### src/rtl/bscan_chain_ctrl.sv
// Boundary-scan register bank: N_CH chains of LEN cells with update latches,
// per-chain bypass and a capture/shift/update sequencer driving the core scan enable.
module bscan_chain_ctrl #(
    parameter int unsigned N_CH = 7,
    parameter int unsigned LEN  = 6
) (
    input  logic                  clk_i,
    input  logic                  rst_i,
    input  logic                  test_en_i,
    input  logic                  start_i,
    input  logic [N_CH-1:0]       bypass_i,
    input  logic [N_CH-1:0]       scan_in_i,
    output logic [N_CH-1:0]       scan_out_o,
    input  logic [N_CH*LEN-1:0]   func_in_i,
    output logic [N_CH*LEN-1:0]   func_out_o,
    output logic                  scan_en_o,
    output logic                  busy_o,
    output logic                  done_o
);

    localparam int unsigned CNT_W = (LEN > 1) ? $clog2(LEN) : 1;
    localparam logic [CNT_W-1:0] CNT_LAST = CNT_W'(LEN - 1);

    typedef enum logic [1:0] {
        ST_IDLE    = 2'd0,
        ST_CAPTURE = 2'd1,
        ST_SHIFT   = 2'd2,
        ST_UPDATE  = 2'd3
    } state_e;

    state_e                   state_q;
    logic [N_CH-1:0][LEN-1:0] sr_q;
    logic [N_CH-1:0][LEN-1:0] upd_q;
    logic [N_CH-1:0]          bf_q;
    logic [N_CH-1:0]          bl_q;
    logic [CNT_W-1:0]         cnt_q;
    logic                     busy_q;
    logic                     scan_en_q;
    logic                     done_q;

    // Sequencer and chain storage; busy/scan_en/done are registered alongside the state.
    always_ff @(posedge clk_i or posedge rst_i) begin
        if (rst_i) begin
            state_q   <= ST_IDLE;
            sr_q      <= '0;
            upd_q     <= '0;
            bf_q      <= '0;
            bl_q      <= '0;
            cnt_q     <= '0;
            busy_q    <= 1'b0;
            scan_en_q <= 1'b0;
            done_q    <= 1'b0;
        end else begin
            done_q <= 1'b0;
            case (state_q)
                ST_IDLE: begin
                    if (start_i) begin
                        bl_q    <= bypass_i;
                        busy_q  <= 1'b1;
                        state_q <= ST_CAPTURE;
                    end
                end
                ST_CAPTURE: begin
                    sr_q      <= func_in_i;
                    bf_q      <= '0;
                    cnt_q     <= '0;
                    scan_en_q <= 1'b1;
                    state_q   <= ST_SHIFT;
                end
                ST_SHIFT: begin
                    cnt_q <= cnt_q + CNT_W'(1);
                    for (int c = 0; c < int'(N_CH); c++) begin
                        if (bl_q[c]) begin
                            bf_q[c] <= scan_in_i[c];
                        end else begin
                            // Serial data enters at cell 0 and moves toward cell LEN-1.
                            sr_q[c] <= LEN'({sr_q[c], scan_in_i[c]});
                        end
                    end
                    if (cnt_q == CNT_LAST) begin
                        scan_en_q <= 1'b0;
                        state_q   <= ST_UPDATE;
                    end
                end
                ST_UPDATE: begin
                    for (int c = 0; c < int'(N_CH); c++) begin
                        if (!bl_q[c]) begin
                            upd_q[c] <= sr_q[c];
                        end
                    end
                    busy_q  <= 1'b0;
                    done_q  <= 1'b1;
                    state_q <= ST_IDLE;
                end
                default: begin
                    state_q <= ST_IDLE;
                end
            endcase
        end
    end

    // Serial output: bypass flop for bypassed chains, last cell otherwise.
    always_comb begin
        scan_out_o = '0;
        for (int c = 0; c < int'(N_CH); c++) begin
            scan_out_o[c] = bl_q[c] ? bf_q[c] : sr_q[c][LEN-1];
        end
    end

    assign func_out_o = test_en_i ? upd_q : func_in_i;
    assign scan_en_o  = scan_en_q;
    assign busy_o     = busy_q;
    assign done_o     = done_q;

endmodule

### config.mk
export PLATFORM = sky130hd
export DESIGN_NAME = bscan_chain_ctrl
export DESIGN_NICKNAME = d
export VERILOG_FILES = /design/src/rtl/bscan_chain_ctrl.sv
export SDC_FILE = /design/constraint.sdc
export NUM_CORES = 1
export LEC_CHECK = 0
export ABC_AREA = 1
export ABC_CLOCK_PERIOD_IN_PS = 3400
export BUFFER_PORTS_ARGS = -buffer_cell sky130_fd_sc_hd__buf_2
export CORE_UTILIZATION = 45
export CTS_BUF_LIST = sky130_fd_sc_hd__clkbuf_16
export CTS_CLUSTER_DIAMETER = 50
export DETAILED_ROUTE_END_ITERATION = 12
export PLACE_DENSITY = 0.75
export RECOVER_POWER = 50
export REMOVE_ABC_BUFFERS = 1
export SLEW_MARGIN = 20
export SYNTH_ARGS = -nofsm -noshare
export SYNTH_HDL_FRONTEND = slang
export SYNTH_SLANG_ARGS = --single-unit
### constraint.sdc
create_clock -name clk_i -period 3.4 [get_ports clk_i]
set_input_delay 0.34 -clock clk_i [delete_from_list [all_inputs] [get_ports clk_i]]
set_output_delay 0.34 -clock clk_i [all_outputs]
set_load 0.05 [all_outputs]
==> results of run 1 <==
worst reg2reg max path, cell delays in order, from the launching register on:
cell and delay [ns]:
dfrtp_1 0.41, inv_1 0.09, ha_1 0.22, clkbuf_2 0.96, nand2_1 0.43, nand2_1 0.30
nand2_1 0.08, nand2_1 0.06
flip-flops by register name, summed over array words and instances, names as in the netlist:
| name | count |
|---|---|
| sr_q | 42 |
| upd_q | 42 |
| bf_q | 7 |
| bl_q | 7 |
| cnt_q | 3 |
| state_q | 2 |
| busy_o | 1 |
| done_o | 1 |
| scan_en_o | 1 |
power groups by stage:
stage	sequential, mW	combinational (mW)	clock [mW]
after CTS	2.20	2.91	1.01
after global placement	2.21	2.86	0
final	2.21	2.87	0.992
after global routing	2.28	3.23	1.05
after floorplan	2.16	2.20	0
after detailed placement	2.22	2.90	0
area by class of cell:
class	instances	area, um^2	area share
clock buffer	9	225	0.0355
inverter	67	255	0.0403
tap	143	179	0.0282
clock inverter	7	52.6	0.00829
multi-input combinational	560	2370	0.374
sequential	106	2650	0.418
timing repair buffer	116	603	0.0951
metal layers:
metal  global-route usage  wire, um
met5                    0         0
met4               0.0622       169
met3               0.0373       661
met2                0.335      5600
met1                0.294      6230
metrics by stage:
stage	cells	setup slack [ns]
6_report	1008	0.775
5_1_grt	1008	0.600
4_1_cts	1008	1.26
3_5_place_dp	992	1.26
3_3_place_gp	992	1.33
2_1_floorplan	733	0.204
logic make-up (layout without fill, tap and decap cells):
group | Yosys count | in the layout | synth area share
flip-flops | 106 | 106 | 0.483
buffers and inverters | 99 | 199 | 0.0843
adder cells (fa/ha/maj) | 6 | 6 | 0.0137
AO/OA/AOI/OAI | 75 | 75 | 0.0686
AND/OR/NAND/NOR | 479 | 479 | 0.350
synth_stat cells:
| cell | n |
|---|---|
| buf_4 | 4 |
| inv_1 | 62 |
| inv_4 | 1 |
| a21oi_1 | 3 |
| o22ai_1 | 1 |
| nand2_1 | 383 |
| o21ai_1 | 1 |
| buf_2 | 17 |
| dfrtp_1 | 106 |
| buf_6 | 7 |
| nand3_1 | 83 |
| clkinv_1 | 1 |
| clkbuf_1 | 4 |
| nand2_2 | 8 |
| ha_1 | 6 |
| nor2_1 | 5 |
| inv_2 | 3 |
| o21ai_0 | 70 |
worst paths after layout:
kind	from	cells after the start	slack, ns	to
setup reg to reg	state_q[0]	7	0.78	sr_q[22]
max in group asynchronous	rst_i	3	1.82	scan_en_o
min in group asynchronous	rst_i	2	0.54	upd_q[7]
setup / recovery	state_q[0]	7	0.78	sr_q[22]
hold / removal	bypass_i[5]	3	0.20	bl_q[5]
hold reg to reg	upd_q[33]	2	0.47	upd_q[33]
==> metrics.md, run 1 <==
| Metric | Value |
|---|---|
| Tcrit/Tclk final | `0.772` |
| Worst path slowest cell | `clkbuf_2` |
| Io pins | `about 110` |
| Unrepaired setup endpoints after global routing | `no` |
| Pleak | `between 3 and 4 nW` |
| Final setup violating endpoints | `0` |
| CTS tree | `done` |
| Worst-case clock buffer depth | `2` |
| Number of fill cells in the layout | `1162` |
| Largest cells by area after synthesis | `dfrtp_1 48%, nand2_1 26%, nand3_1 7.6%` |
| First-pass GRT wire length | `about 21000 um` |
| Critical path arrival | `approximately 2.9 ns` |
| Sequential power share | `0.364` |
| Gr usage total | `0.210` |
| Share of post-route cells with drive strength above 1 | `0.156` |
| Clock network power share | `0.164` |
| Die Ht | `around 110 um` |
| Period minus WS final | `2.62 ns` |
| Outcome | `complete, but fails checks` |
| Buf/Inv on CP | `2` |
| Setup bufs post-CTS | `0` |
| Antenna diodes | `0` |
| Startpoint type of the worst setup path | `flip-flop` |
| Synth cell types | `18` |
| Iter 0 DRT Violations | `approximately 340` |
| PostCTS Resize Cnt | `0` |
| Psw | `2.95 mW` |
| Cells along the critical path | `inv_1 > ha_1 > clkbuf_2 > nand2_1 > nand2_1 > nand2_1 > nand2_1` |
| Drt pass-1 iters | `5` |
| Final layout net count | `roughly 900` |
| Sink Count | `106` |
| CORE AREA | `about 12000 um^2` |
| Num CTS Buffers | `9` |
| Critical Path Max Stage Delay | `around 0.96 ns` |
| Cell area power density | `957 nW/um^2` |
| Syn-to-layout area delta | `15.5%` |
| Final core utilization | `0.544` |
| Wire per inst | `12.6 um` |
| FP Rows | `39` |
| Commonest non-fill, non-tap cells in the layout | `383 x nand2_1, 106 x dfrtp_1, 101 x buf_2` |
| Hpwl dp | `around 8500 um` |
| Hold slack | `around 0.20 ns` |
| # port buffers | `111` |
| Area leader, netlist | `dfrtp_1` |
| TNS Setup | `0 ns` |
| Clock root buffer | `clkbuf_16` |
| Die width | `112 um` |
| Crit Path Class | `reg -> reg` |
| Starting density of the core | `0.471` |
| Syn_area_per_cell | `7.18 um^2` |
| H-tree Lvls | `3` |
| Top delay family on crit path | `buffers and inverters` |
| Actual slew at the worst max-slew pin | `2.13 ns` |
| Commonest non-fill, non-tap cell in the layout | `nand2_1` |
| Post-Syn Area | `~5500 um^2` |
| Worst Path Max Fanout | `between 50 and 60` |
| Switching Fraction | `0.486` |
| Hold/Removal Path Class | `in -> reg` |
| Post-DP Area | `roughly 6100 um^2` |
| Largest net degree at the start of global routing | `61` |
| Maximum vdd drop | `0.446 mV` |
| Clock-pin slew on the worst setup and hold paths | `around 0.080 ns` |
| Failing checks | `capacitance limit, slew limit` |
| Slew margin rel. | `-0.427` |
| Final Hold Viols | `0` |
| Register area share after synthesis | `0.483` |
| Drt drc | `0` |
| FMAX | `0.381 GHz` |
| Vias | `between 4000 and 5000` |
| Critical Path Sink Type | `flip-flop` |
| Number of cells produced by synthesis | `765` |
| Req. time, crit path | `around 3.7 ns` |
| Vias in the first global route | `between 4000 and 5000` |
| Total grt overflow | `0` |
| Hold Buf Count CTS | `0` |
| Total power | `between 6 and 7 mW` |
| DIE AREA | `between 10000 and 15000 um^2` |
| Post-synth top area share | `0.483` |
| CP most frequent cell | `nand2_1` |
| Initial antenna violation count | `0` |
| Register bit total from synthesis | `about 110` |
| Avg Vias per Cell | `around 5` |
| YS warnings | `0` |
| Final Cell Area | `6340 um^2` |
| Int Pwr | `about 3.1 mW` |
| ANT nets after route | `0` |
| Clock Latency Late Sink | `approximately 0.35 ns` |
| Gate power share | `0.472` |
| Max Slew Vio Count | `47` |
| Routability cong. | `between 0.8 and 0.9` |
| DRT Wirelength | `between 10000 and 15000 um` |
| Clock Skews | `0.0110 ns` |
| Max-Cap Viols | `1` |
No activity file was read; power rests on OpenSTA's default activity.
==> run 2, diff against run 1 <==
--- a/config.mk
+++ b/config.mk
@@ -6,7 +6,7 @@
 export NUM_CORES = 1
 export LEC_CHECK = 0
 export ABC_AREA = 1
-export ABC_CLOCK_PERIOD_IN_PS = 3400
+export ABC_CLOCK_PERIOD_IN_PS = 2500
 export BUFFER_PORTS_ARGS = -buffer_cell sky130_fd_sc_hd__buf_2
 export CORE_UTILIZATION = 45
 export CTS_BUF_LIST = sky130_fd_sc_hd__clkbuf_16
==> constraint.sdc (replaced) <==
create_clock -name clk_i -period 2.5 [get_ports clk_i]
set_input_delay 0.25 -clock clk_i [delete_from_list [all_inputs] [get_ports clk_i]]
set_output_delay 0.25 -clock clk_i [all_outputs]
set_load 0.05 [all_outputs]
==> run 2 against run 1 <==
Net effect:
- the run now ends clean
- register-to-register slack lost 0.16 ns
- sequential cell count unchanged
- core utilization increased by 0.51 points
- power grew 40%
- clock power grew 49%
- combinational power is 39% higher
- routed wire length grew 1.2%
- clock skew fell by 0.0056 ns
- largest power group unchanged
==> metrics.md, run 2 (synthesis results as in run 1) <==
| Metric | Value |
|---|---|
| Initial antenna violation count | `0 (unchanged)` |
| Critical Path Max Stage Delay | `0.75 ns (was 0.96 ns)` |
| Number of fill cells in the layout | `1113 (was 1162)` |
| FP Rows | `39 (unchanged)` |
| Hold_sp | `bypass_i[6] (was bypass_i[5])` |
| Iter 0 DRT Violations | `304 (was 342)` |
| Io pins | `112 (unchanged)` |
| Slew margin rel. | `0.260 (was -0.427)` |
| Hold/Removal Path Class | `in -> reg (unchanged)` |
| Hpwl dp | `8740 um (was 8520 um)` |
| Die width | `112 um (unchanged)` |
| Drt drc | `0 (unchanged)` |
| Clock Latency Late Sink | `0.34 ns (was 0.35 ns)` |
| Max-Cap Viols | `0 (was 1)` |
| Die Ht | `112 um (unchanged)` |
| Final setup violating endpoints | `0 (unchanged)` |
| Cell area power density | `1320 nW/um^2 (was 957 nW/um^2)` |
| Hold slack | `0.120 ns (was 0.197 ns)` |
| DIE AREA | `12600 um^2 (unchanged)` |
| Worst r2r path cells | `8 (was 7)` |
| Reg2reg start | `state_q[0] (unchanged)` |
| PostCTS Resize Cnt | `0 (unchanged)` |
| Worst path slowest cell | `clkbuf_4 (was clkbuf_2)` |
| Commonest non-fill, non-tap cell in the layout | `nand2_1 (unchanged)` |
| Antenna diodes | `0 (unchanged)` |
| Share of post-route cells with drive strength above 1 | `0.152 (was 0.156)` |
| H-tree Lvls | `3 (unchanged)` |
| Critical Path Sink Type | `asynchronous set/reset pin (was flip-flop)` |
| Worst Path Max Fanout | `51 (was 59)` |
| Period minus WS final | `~1.9 ns` |
| WL met1 | `6330 um (was 6230 um)` |
| Total grt overflow | `0 (unchanged)` |
| Worst-case clock buffer depth | `2 (unchanged)` |
| WP depth | `4 (was 7)` |
| Regs by FF count | `sr_q (42), upd_q (42) (unchanged)` |
| Largest net degree at the start of global routing | `60 (was 61)` |
| Final cell count without fillers | `1012 (was 1008)` |
| Drt pass-1 iters | `5 (unchanged)` |
| Final Hold Viols | `0 (unchanged)` |
| FMAX | `0.519 GHz` |
| ANT nets after route | `0 (unchanged)` |
| Clock-pin slew on the worst setup and hold paths | `0.07 ns (was 0.08 ns)` |
| Commonest non-fill, non-tap cells in the layout | `383 x nand2_1, 106 x dfrtp_1, 95 x buf_2 (was 383 x nand2_1, 106 x dfrtp_1, 101 x buf_2)` |
| Clock Skews | `0.00542 ns (was 0.0110 ns)` |
| Crit Path Class | `in -> async (was reg -> reg)` |
| Actual slew at the worst max-slew pin | `1.10 ns (was 2.13 ns)` |
| Req. time, crit path | `2.90 ns (was 3.68 ns)` |
| Top delay family on crit path | `buffers and inverters (unchanged)` |
| DRT Wirelength | `12800 um (was 12700 um)` |
| Critical path arrival | `2.33 ns (was 2.91 ns)` |
| Register-to-register setup slack | `0.62 ns (was 0.78 ns)` |
| Cells after DPL | `997 (was 992)` |
| Cells along the critical path | `dlygate4sd3_1 > buf_2 > clkinvlp_2 > clkbuf_4 (was inv_1 > ha_1 > clkbuf_2 > nand2_1 > nand2_1 > nand2_1 > nand2_1)` |
| Unrepaired setup endpoints after global routing | `no (unchanged)` |
| Num CTS Buffers | `9 (unchanged)` |
| Highest routed metal layer | `met4 (unchanged)` |
| Avg Vias per Cell | `4.84 (was 4.88)` |
| Syn-to-layout area delta | `16.6% (was 15.5%)` |
| Final layout net count | `932 (was 926)` |
| # port buffers | `111 (unchanged)` |
| Starting density of the core | `0.471 (unchanged)` |
| Gr usage total | `0.215 (was 0.210)` |
| First-pass GRT wire length | `21900 um (was 21300 um)` |
| Hold Buf Count CTS | `1 (was 0)` |
| CORE AREA | `11700 um^2 (unchanged)` |
| Vias | `4899 (was 4923)` |
| Wire per inst | `12.7 um (was 12.6 um)` |
| Sink Count | `106 (unchanged)` |
| Startpoint type of the worst setup path | `input pin (was flip-flop)` |
| CTS tree | `done (unchanged)` |
| Vias in the first global route | `4546 (was 4492)` |
| Routability cong. | `0.830 (was 0.823)` |
| Buf/Inv on CP | `4 (was 2)` |
| Setup bufs post-CTS | `0 (unchanged)` |
| Maximum vdd drop | `0.593 mV (was 0.446 mV)` |
| R2R Path End | `sr_q[36] (was sr_q[22])` |
| Clock root buffer | `clkbuf_16 (unchanged)` |
| Hold path cells | `3 (unchanged)` |
| Met3 WL | `497 um (was 661 um)` |
| Metal2 WL | `5860 um (was 5600 um)` |
| Hold Path End | `bl_q[6] (was bl_q[5])` |
| Max Slew Vio Count | `0 (was 47)` |
| Final core utilization | `0.549 (was 0.544)` |
| Tcrit/Tclk final | `0.771` |
| Outcome | `completed (was complete, but fails checks)` |
| Pleak | `3.64 nW (was 3.63 nW)` |
## run 2: cell types whose count changed in the layout (fill, tap and decap cells not counted), sizes merged
cell         before  now
bufinv            0    2
clkbuf           20   26
inv              67   66
buf             105  104
clkinv            5    2
dlygate4sd3       0    1
## run 2: layout make-up
class                      count  area, um^2  share of cell area
tap                          143         179              0.0280
sequential                   106        2650               0.414
timing repair buffer         122         633              0.0989
multi-input combinational    560        2380               0.371
inverter                      67         255              0.0399
clock buffer                   9         225              0.0352
clock inverter                 5        80.1              0.0125
## run 2: where the power goes
part	total [mW]	internal (mW)	switching, mW
logic	3.98	1.11	2.87
registers	3.00	2.49	0.516
clock network	1.48	0.867	0.617
total	8.47	4.47	4.00
## run 2: metrics by stage
step	instance area [um^2]	total power [mW]	setup TNS, ns	setup WS [ns]
6_report	6400	8.47	0	0.573
5_1_grt	6400	9.18	0	0.270
4_1_cts	6440	8.55	0	0.650
3_5_place_dp	6120	7.04	0	0.697
3_3_place_gp	6120	6.96	0	0.740
2_1_floorplan	5280	5.92	-88.51	-0.696
## run 2: per-layer routing
layer | vias up | track usage
met4 | 0 | 0.0480
li1 | 2575 | -
met5 | - | 0
met1 | 2205 | 0.316
met2 | 110 | 0.340
met3 | 9 | 0.0275
## run 2: worst max-delay path by stage
stage	from	end	slack [ns]
final	rst_i	sr_q[8]	0.57
after global placement	state_q[0]	sr_q[18]	0.74
after detailed placement	state_q[0]	sr_q[23]	0.70
after CTS	state_q[0]	sr_q[36]	0.65
after floorplan	state_q[0]	sr_q[12]	-0.70
after global routing	rst_i	sr_q[6]	0.27
## run 2: worst reg2reg max path: cells and delay by family (launching register included)
kind | cells | cell delay (ns)
buffers and inverters | 3 | 0.45
and+or+nand+nor | 4 | 0.63
adders and majority gates | 1 | 0.27
DFF | 1 | 0.42
==> run 3, diff against run 2 <==
--- a/config.mk
+++ b/config.mk
@@ -6,13 +6,13 @@
 export NUM_CORES = 1
 export LEC_CHECK = 0
 export ABC_AREA = 1
-export ABC_CLOCK_PERIOD_IN_PS = 2500
+export ABC_CLOCK_PERIOD_IN_PS = 1600
 export BUFFER_PORTS_ARGS = -buffer_cell sky130_fd_sc_hd__buf_2
 export CORE_UTILIZATION = 45
 export CTS_BUF_LIST = sky130_fd_sc_hd__clkbuf_16
 export CTS_CLUSTER_DIAMETER = 50
 export DETAILED_ROUTE_END_ITERATION = 12
-export PLACE_DENSITY = 0.75
+export PLACE_DENSITY = 0.77
 export RECOVER_POWER = 50
 export REMOVE_ABC_BUFFERS = 1
 export SLEW_MARGIN = 20
==> constraint.sdc (replaced) <==
create_clock -name clk_i -period 1.6 [get_ports clk_i]
set_input_delay 0.16 -clock clk_i [delete_from_list [all_inputs] [get_ports clk_i]]
set_output_delay 0.16 -clock clk_i [all_outputs]
set_load 0.05 [all_outputs]
==> run 3 against run 2 <==
Net effect:
- sequential cell count stayed put
- final area rose by 2.7%
- routed wire length rose by 2.9%
- critical path type is now reg -> out
- core utilization rose by 1.5 points
- cell count increased by 1.2%
==> metrics.md, run 3 (synthesis results as in run 1) <==
| Metric | Value |
|---|---|
| Antenna diodes | `0 (unchanged)` |
| Tcrit/Tclk final | `0.958` |
| Starting density of the core | `0.471 (unchanged)` |
| Outcome | `completed (unchanged)` |
| Io pins | `112 (unchanged)` |
| Critical path arrival | `1.37 ns (was 2.33 ns)` |
| First-pass GRT wire length | `22400 um (was 21900 um)` |
| Hpwl dp | `9260 um (was 8740 um)` |
| Cell area power density | `2070 nW/um^2 (was 1320 nW/um^2)` |
| Worst path setup slack after routing | `0.0664 ns (was 0.573 ns)` |
| Worst-case clock buffer depth | `2 (unchanged)` |
| Register-to-register setup slack | `0.16 ns (was 0.62 ns)` |
| H-tree Lvls | `3 (unchanged)` |
| Hold_sp | `bypass_i[6] (unchanged)` |
| Grt met1 use | `0.294 (was 0.316)` |
| Vias | `5090 (was 4899)` |
| Critical Path Sink Type | `output pin (was asynchronous set/reset pin)` |
| Commonest non-fill, non-tap cell in the layout | `nand2_1 (unchanged)` |
| Period minus WS final | `~1.5 ns` |
| Final setup violating endpoints | `0 (unchanged)` |
| Iter 0 DRT Violations | `266 (was 304)` |
| Avg Vias per Cell | `4.97 (was 4.84)` |
| Clock root buffer | `clkbuf_16 (unchanged)` |
| FP Rows | `39 (unchanged)` |
| CTS tree | `done (unchanged)` |
| Clock Latency Late Sink | `0.35 ns (was 0.34 ns)` |
| Worst r2r path cells | `7 (was 8)` |
| Slew margin rel. | `0.599 (was 0.260)` |
| # port buffers | `111 (unchanged)` |
| Final Hold Viols | `0 (unchanged)` |
| Unrepaired setup endpoints after global routing | `no (unchanged)` |
| Drt drc | `0 (unchanged)` |
| Met2 Usage GRT | `0.374 (was 0.340)` |
| Total power | `13.6 mW (was 8.47 mW)` |
| Hold/Removal Path Class | `in -> reg (unchanged)` |
| Startpoint type of the worst setup path | `flip-flop (was input pin)` |
| Share of post-route cells with drive strength above 1 | `0.186 (was 0.152)` |
| DIE AREA | `12600 um^2 (unchanged)` |
| Gr usage total | `0.221 (was 0.215)` |
| Commonest non-fill, non-tap cells in the layout | `376 x nand2_1, 106 x dfrtp_1, 92 x buf_2 (was 383 x nand2_1, 106 x dfrtp_1, 95 x buf_2)` |
| Worst Path Max Fanout | `4 (was 51)` |
| Initial antenna violation count | `0 (unchanged)` |
| R2R Path End | `bf_q[0] (was sr_q[36])` |
| ANT nets after route | `0 (unchanged)` |
| Die width | `112 um (unchanged)` |
| Total grt overflow | `0 (unchanged)` |
| Drt pass-1 iters | `5 (unchanged)` |
| Regs by FF count | `sr_q (42), upd_q (42) (unchanged)` |
| GRT Max-Usage Layer | `met2 (unchanged)` |
| Reg2reg start | `state_q[0] (unchanged)` |
| Max-Cap Viols | `0 (unchanged)` |
| Actual slew at the worst max-slew pin | `0.604 ns (was 1.10 ns)` |
| Worst slack at placement | `0.0477 ns (was 0.697 ns)` |
| Clock Skews | `0.00960 ns (was 0.00542 ns)` |
| Syn-to-layout area delta | `19.8% (was 16.6%)` |
| Routability cong. | `0.837 (was 0.830)` |
| DRT Wirelength | `13200 um (was 12800 um)` |
| Wire per inst | `12.9 um (was 12.7 um)` |
| Req. time, crit path | `1.44 ns (was 2.90 ns)` |
| Die Ht | `112 um (unchanged)` |
| Num CTS Buffers | `9 (unchanged)` |
| Pleak | `3.76 nW (was 3.64 nW)` |
| Largest net degree at the start of global routing | `43 (was 60)` |
| Met3 Use GR | `0.0416 (was 0.0275)` |
| Hold Path End | `bl_q[6] (unchanged)` |
| CORE AREA | `11700 um^2 (unchanged)` |
| Setup bufs post-CTS | `0 (unchanged)` |
| Maximum vdd drop | `1.19 mV (was 0.593 mV)` |
| Sink Count | `106 (unchanged)` |
| Crit Path Class | `reg -> out (was in -> async)` |
| Max Slew Vio Count | `0 (unchanged)` |
| FMAX | `roughly 0.65 GHz` |
| Vias in the first global route | `4796 (was 4546)` |
| Hold path cells | `3 (unchanged)` |
| Final layout net count | `942 (was 932)` |
| Clock-pin slew on the worst setup and hold paths | `0.07 ns (about the same)` |
[run 3: how the worst max path moves through the flow]
stage,startpoint,end,slack [ns],depth (start not counted)
after floorplan,state_q[0],sr_q[12],-1.60,7
after global placement,state_q[0],sr_q[23],0.15,7
after detailed placement,state_q[0],sr_q[23],0.05,7
after CTS,state_q[0],sr_q[20],0.002,7
after global routing,bl_q[3],scan_out_o[3],0.03,2
final,bl_q[3],scan_out_o[3],0.07,2
[run 3: report_power, final]
part	internal [mW]	switching [mW]
Sequential	3.89	0.806
Combinational	2.01	4.60
Clock	1.25	1.08
Total	7.14	6.48
[run 3: worst max-delay path, stage by stage, from the launching register on]
cell	delay, ns
dfrtp_1	0.41
o21ai_0	0.29
buf_2	0.33
[run 3: timing repair]
action | in CTS | in global routing
hold endpoints to repair | 24 | 0
setup endpoints to repair | 0 | 22
hold buffers | 1 | 0
gates resized for setup | 0 | 7
[run 3: metal layers]
layer	wire, um	vias to the layer above
li1	-	2603
met1	6220	2355
met2	6260	120
met3	537	12
met4	144	0
met5	0	-
[run 3: stage by stage]
step	hold WS, ns	util	TNS [ns]	instances	area, um^2
finish	0.0212	0.564	0	1024	6580
global route	0.0347	0.564	0	1024	6580
CTS	0.0205	0.566	0	1024	6610
detailed placement	0.182	0.539	0	1007	6280
global placement	0.179	0.539	0	1007	6280
floorplan	0.281	-	-229.81	733	5280
[run 3: layout make-up]
| type | count | area [um^2] |
|---|---|---|
| clock buffer | 9 | 225 |
| clock inverter | 7 | 86.3 |
| fill | 1122 | 5090 |
| inverter | 67 | 254 |
| multi-input combinational | 560 | 2400 |
| sequential | 106 | 2650 |
| tap | 143 | 179 |
| timing repair buffer | 132 | 782 |
